$ cat src/rtl/handshake_pipe_slice.sv
// ----------------------------------------------------------------------------
// handshake_pipe_slice
//
// Parametrised valid/ready register slice. A chain of STAGES identical stages
// sits between the master (upstream) and slave (downstream) handshake ports.
// Every stage uses the same MODE:
//   0 = FWD  : valid/data registered, ready combinational (capacity 1)
//   1 = BWD  : ready registered via a skid buffer, valid/data pass-through
//              (capacity 1)
//   2 = FULL : valid/data and ready all registered (capacity 2)
//
// Parameters:
//   DATA_W  payload width in bits (>= 1)
//   STAGES  number of cascaded stages (>= 1)
//   MODE    stage mode, 0/1/2 as above
//
// Ports:
//   clk           rising-edge clock
//   rst           asynchronous active-high reset, clears every held beat
//   master_valid  upstream beat valid
//   master_data   upstream payload
//   master_ready  slice accepts the upstream beat this cycle
//   slave_valid   downstream beat valid
//   slave_data    downstream payload
//   slave_ready   downstream accepts the beat
//   occupancy     number of beats held (only when HS_SLICE_OCC_EN is defined)
//
// Optional feature macro: HS_SLICE_OCC_EN adds the occupancy port and its
// counter. Without it the datapath is unchanged and the port is absent.
// ----------------------------------------------------------------------------
module handshake_pipe_slice #(
  parameter int unsigned DATA_W = 32,
  parameter int unsigned STAGES = 1,
  parameter int unsigned MODE   = 2
) (
  input  logic              clk,
  input  logic              rst,
  input  logic              master_valid,
  input  logic [DATA_W-1:0] master_data,
  output logic              master_ready,
  output logic              slave_valid,
  output logic [DATA_W-1:0] slave_data,
  input  logic              slave_ready
`ifdef HS_SLICE_OCC_EN
  ,
  output logic [$clog2(2*STAGES+1)-1:0] occupancy
`endif
);

  typedef enum int unsigned {
    STAGE_FWD  = 0,
    STAGE_BWD  = 1,
    STAGE_FULL = 2
  } stage_mode_e;

  // --------------------------------------------------------------------------
  // Elaboration-time parameter checks
  // --------------------------------------------------------------------------
  if (DATA_W == 0) begin : g_bad_width
    $error("handshake_pipe_slice: DATA_W must be at least 1");
  end
  if (STAGES == 0) begin : g_bad_stages
    $error("handshake_pipe_slice: STAGES must be at least 1");
  end
  if (MODE > STAGE_FULL) begin : g_bad_mode
    $error("handshake_pipe_slice: MODE must be 0, 1 or 2");
  end

  // --------------------------------------------------------------------------
  // Stage chain. Each stage owns its own handshake nets so that the
  // combinational ready (FWD) or valid (BWD) ripple never forms a loop on a
  // shared vector; neighbours are reached by hierarchical reference.
  // --------------------------------------------------------------------------
  for (genvar k = 0; k < STAGES; k++) begin : g_stage
    logic              up_valid;
    logic [DATA_W-1:0] up_data;
    logic              up_ready;
    logic              dn_valid;
    logic [DATA_W-1:0] dn_data;
    logic              dn_ready;

    if (k == 0) begin : g_first
      assign up_valid = master_valid;
      assign up_data  = master_data;
    end else begin : g_link
      assign up_valid = g_stage[k-1].dn_valid;
      assign up_data  = g_stage[k-1].dn_data;
    end

    if (k == STAGES - 1) begin : g_last
      assign dn_ready = slave_ready;
    end else begin : g_next
      assign dn_ready = g_stage[k+1].up_ready;
    end

    if (MODE == STAGE_FWD) begin : g_fwd
      logic              v_q;
      logic [DATA_W-1:0] d_q;

      always_ff @(posedge clk or posedge rst) begin
        if (rst) begin
          v_q <= 1'b0;
          d_q <= '0;
        end else if (up_valid && up_ready) begin
          v_q <= 1'b1;
          d_q <= up_data;
        end else if (dn_ready) begin
          v_q <= 1'b0;
        end
      end

      assign up_ready = !v_q || dn_ready;
      assign dn_valid = v_q;
      assign dn_data  = d_q;

    end else if (MODE == STAGE_BWD) begin : g_bwd
      logic              sv_q;
      logic [DATA_W-1:0] sd_q;

      // Capture only when the beat is offered, downstream stalls and the
      // skid is free; any downstream ready empties the skid.
      always_ff @(posedge clk or posedge rst) begin
        if (rst) begin
          sv_q <= 1'b0;
          sd_q <= '0;
        end else if (dn_ready) begin
          sv_q <= 1'b0;
        end else if (up_valid && !sv_q) begin
          sv_q <= 1'b1;
          sd_q <= up_data;
        end
      end

      assign up_ready = !sv_q;
      // The pass-through valid is masked during reset so no beat appears
      // downstream while the slice is being cleared.
      assign dn_valid = !rst && (sv_q || up_valid);
      assign dn_data  = sv_q ? sd_q : up_data;

    end else begin : g_full
      logic              ov_q;
      logic [DATA_W-1:0] od_q;
      logic              sv_q;
      logic [DATA_W-1:0] sd_q;
      logic              accept;
      logic              out_free;

      assign accept   = up_valid && !sv_q;
      // Output register can take a new beat at this edge.
      assign out_free = !ov_q || dn_ready;

      // Skid is only ever occupied while the output register is full, so
      // when the output frees up the skid beat always has priority.
      always_ff @(posedge clk or posedge rst) begin
        if (rst) begin
          ov_q <= 1'b0;
          od_q <= '0;
          sv_q <= 1'b0;
          sd_q <= '0;
        end else if (out_free) begin
          if (sv_q) begin
            ov_q <= 1'b1;
            od_q <= sd_q;
            sv_q <= 1'b0;
          end else if (accept) begin
            ov_q <= 1'b1;
            od_q <= up_data;
          end else begin
            ov_q <= 1'b0;
          end
        end else if (accept) begin
          sv_q <= 1'b1;
          sd_q <= up_data;
        end
      end

      assign up_ready = !sv_q;
      assign dn_valid = ov_q;
      assign dn_data  = od_q;
    end
  end

  assign master_ready = g_stage[0].up_ready;
  assign slave_valid  = g_stage[STAGES-1].dn_valid;
  assign slave_data   = g_stage[STAGES-1].dn_data;

`ifdef HS_SLICE_OCC_EN
  // --------------------------------------------------------------------------
  // Occupancy: beats accepted at the master port and not yet delivered at the
  // slave port. A pass-through beat in BWD mode transfers on both ports in
  // the same cycle and therefore nets to zero.
  // --------------------------------------------------------------------------
  localparam int unsigned OCC_W = $clog2(2*STAGES+1);

  logic             in_xfer;
  logic             out_xfer;
  logic [OCC_W-1:0] occ_q;

  assign in_xfer  = master_valid && master_ready;
  assign out_xfer = slave_valid && slave_ready;

  always_ff @(posedge clk or posedge rst) begin
    if (rst) begin
      occ_q <= '0;
    end else if (in_xfer && !out_xfer) begin
      occ_q <= occ_q + OCC_W'(1);
    end else if (!in_xfer && out_xfer) begin
      occ_q <= occ_q - OCC_W'(1);
    end
  end

  assign occupancy = occ_q;
`endif

endmodule
$ cat config.mk
export PLATFORM = sky130hd
export DESIGN_NAME = handshake_pipe_slice
export DESIGN_NICKNAME = d
export VERILOG_FILES = /design/src/rtl/handshake_pipe_slice.sv
export SDC_FILE = /design/constraint.sdc
export NUM_CORES = 1
export LEC_CHECK = 0
export BUFFER_PORTS_ARGS = -buffer_cell sky130_fd_sc_hd__buf_2
export CORE_MARGIN = 3
export CORE_UTILIZATION = 48
export CTS_CLUSTER_SIZE = 25
export DETAILED_ROUTE_END_ITERATION = 16
export GPL_ROUTABILITY_DRIVEN = 0
export GPL_TIMING_DRIVEN = 0
export HOLD_SLACK_MARGIN = 0.12
export PLACE_DENSITY = 0.76
export SLEW_MARGIN = 10
export SYNTH_ARGS = -nofsm -noshare
export SYNTH_HDL_FRONTEND = slang
export SYNTH_SLANG_ARGS = --single-unit
$ cat constraint.sdc
create_clock -name clk -period 2.13 [get_ports clk]
set_input_delay 0.639 -clock clk [delete_from_list [all_inputs] [get_ports clk]]
set_output_delay 0.639 -clock clk [all_outputs]
set_load 0.05 [all_outputs]
==> metrics.md <==
| Metric | Value |
|---|---|
| Outcome | `finished, final reports clean` |
| Crit-path slowest cell | `dfrtp_1` |
| Cell mode on critical path | `buf_2` |
| Worst-path clk slew | `~0.070 ns` |
| Diode count | `0` |
| CP cell instances | `buf_6, buf_2, inv_1, buf_2` |
| Boundary pin count | `70` |
| DR vias | `around 1700` |
| Worst Path Max Fanout | `10` |
| Layout area overhead | `23.79%` |
| Syn Std Cell Area | `2877 um^2` |
| Slew margin rel. | `69.29%` |
| Setup Fix Bufs, Post-CTS | `0` |
| Crit Path Category | `register to output pin` |
| Cts hold-fix bufs | `0` |
| Synth unique cells | `12` |
| Clock Tree Buf Depth | `2` |
| CP max stage delay | `0.37 ns` |
| Seq/Total Area, Yosys | `between 50% and 60%` |
| Post-Place Worst Slack | `~0.18 ns` |
| Logic pwr share | `between 30% and 40%` |
| Post-CTS resize count | `0` |
| Sw power | `about 0.0014 W` |
| Max_cap viols | `0` |
| Seq cells post-synth | `66` |
| Pint | `approximately 0.0026 W` |
| Synth warnings | `0` |
| CP arrival | `around 1.3 ns` |
| Vias per cell | `about 5.1` |
| Worst Hold Class | `input pin to async pin` |
| Drt wl/cell | `approximately 15 um` |
| Initial antenna violation count | `0` |
| Vias in the first global route | `between 1500 and 2000` |
| IO Port Bufs | `between 60 and 70` |
| Final Slew Violations | `0` |
| Share of post-route cells with drive strength above 1 | `around 70%` |
| CP Capture Type | `output pin` |
| Slew @ Worst Pin | `between 0.4 and 0.5 ns` |
| Switching Fraction | `between 30% and 40%` |
| CP startpoint kind | `register` |
| Die Width | `~83 um` |
| Core area | `approximately 5600 um^2` |
| Leakage | `about 1.6 nW` |
| Clk sinks | `between 60 and 70` |
| Sequential share of power | `between 40% and 50%` |
| Commonest non-fill, non-tap cells in the layout | `mux2_2, buf_2, dfrtp_1` |
| Cell count after synthesis | `180` |
| Critical Path RT | `~1.5 ns` |
| Clk Tree Root Cell | `clkbuf_8` |
| Most common cell after layout, fill and taps aside | `mux2_2` |
| Critical path buffers and inverters | `4` |
| First-pass GRT wire length | `just under 9000 um` |
| Die Ht | `approximately 83 um` |
| RSZ-0062 raised after global routing | `false` |
| DR pass1 iterations | `2` |
| Num CTS Buffers | `9` |
| Final Hold Fails | `0` |
| Fmax | `504.2 MHz` |
| Net count after synthesis | `approximately 220` |
| DP HPWL | `a little under 4000 um` |
| Clock network power share | `25.9%` |
| Mapped Avg Cell Area | `about 16 um^2` |
| Final WS setup | `about 0.15 ns` |
| Fin nets | `298` |
| CTS tree | `yes` |
| H-tree levels | `3` |
| Final worst-path cycle share | `~93%` |
| GRT Overall Usage | `16.17%` |
| PwrDens | `~1100 nW/um^2` |
| Final ANT Viol Nets | `0` |
| Worst skew pair latency | `between 0.3 and 0.4 ns` |
| Num rows | `27` |
| Initial Util | `just over 50%` |
| Die area | `between 6000 and 7000 um^2` |
| DR DRC count | `0` |
| Routed WL | `~5200 um` |
| Total grt overflow | `0` |
| Setup Skew | `0.007524 ns` |
| Fin crit period | `approximately 2 ns` |
| Maximum VDD drop | `just over 0.0005 V` |
| Worst path top cell family by delay | `buffers and inverters` |
| Final setup fails | `0` |
| Pin count of the biggest net entering global routing | `28` |
| DRT iter0 DRCs | `roughly 50` |
| Setup tns final | `0 ns` |
## cell type report
cell class | count | area [um^2]
plain buffers | 10 | 85.08
repair buffers | 71 | 392.9
multi-input cells | 102 | 1132
clock buffers | 14 | 162.7
fillers | 421 | 2081
inverters | 2 | 11.26
well taps | 72 | 90.09
flip-flops and latches | 66 | 1652
clock inverters | 2 | 35.03
## flip-flops by register name (all words and copies together) (netlist names)
signal	flops
g_stage.g_full.sd_q	32
g_stage.g_full.sv_q	1
slave_data	32
slave_valid	1
## cells in the mapped netlist, drive strengths merged
library cell / instances / share of area (%)
dfrtp: 66 / 57
nand2b: 1 / 0.48
inv: 2 / 0.26
buf: 10 / 3.0
mux2: 96 / 38
o21a: 1 / 0.26
nand2: 1 / 0.13
nor2: 2 / 0.26
nor3b: 1 / 0.65
## cell families after synthesis
logic type	Yosys count	share of synthesized area [%]
DFF	66	57.42
AOI/OAI and AO/OA	1	0.2611
muxes	96	37.58
buffers and inverters	12	3.219
and+or+nand+nor	5	1.522
## routing by layer
layer  global-route usage (%)  share of wire, %
met1                    20.00                45
met2                    26.38                49
met3                    4.762               5.1
met4                    7.018               1.5
met5                        0                 0
## worst reg2reg max path, cell delays in order, from the launching register on
cell and delay [ns]:
dfrtp_1 0.37, buf_6 0.14, nor3b_4 0.33, buf_6 0.22, mux2_2 0.35
## worst paths after layout
path	depth (start not counted)	startpoint	endpoint	slack, ns
setup / recovery	4	g_stage[0].g_full.sv_q$_DFFE_PP0P_	master_ready	0.15
hold / removal	2	rst	g_stage[0].g_full.sd_q[14]$_DFFE_PP0P_	0.32
setup reg to reg	4	g_stage[0].g_full.sv_q$_DFFE_PP0P_	g_stage[0].g_full.sd_q[13]$_DFFE_PP0P_	0.62
hold reg to reg	1	slave_data[29]$_DFFE_PP0P_	slave_data[29]$_DFFE_PP0P_	0.48
max in group asynchronous	4	rst	g_stage[0].g_full.sd_q[25]$_DFFE_PP0P_	1.15
min in group clk	1	slave_data[29]$_DFFE_PP0P_	slave_data[29]$_DFFE_PP0P_	0.48
## power groups by stage
| stage | logic, W | clock network [W] | registers, W |
|---|---|---|---|
| 3_3_place_gp | 0.00126 | 0 | 0.00170 |
| 4_1_cts | 0.00130 | 0.00107 | 0.00169 |
| 2_1_floorplan | 0.000459 | 0 | 0.00223 |
| 6_report | 0.00128 | 0.00104 | 0.00169 |
| 3_5_place_dp | 0.00130 | 0 | 0.00171 |
| 5_1_grt | 0.00135 | 0.00113 | 0.00173 |
## stage by stage
step           hold WS, ns  total power, W  util, %  cell area, um^2  cells
2_1_floorplan       0.4749        0.002686        -             2880    180
3_3_place_gp        0.4649        0.002959    58.77             3316    321
3_5_place_dp        0.4695        0.003008    59.61             3363    323
4_1_cts             0.3220        0.004054    63.12             3561    339
5_1_grt             0.3344        0.004213    63.12             3561    339
6_report            0.3235        0.004004    63.12             3561    339
Power figures use the tool's default switching activity.
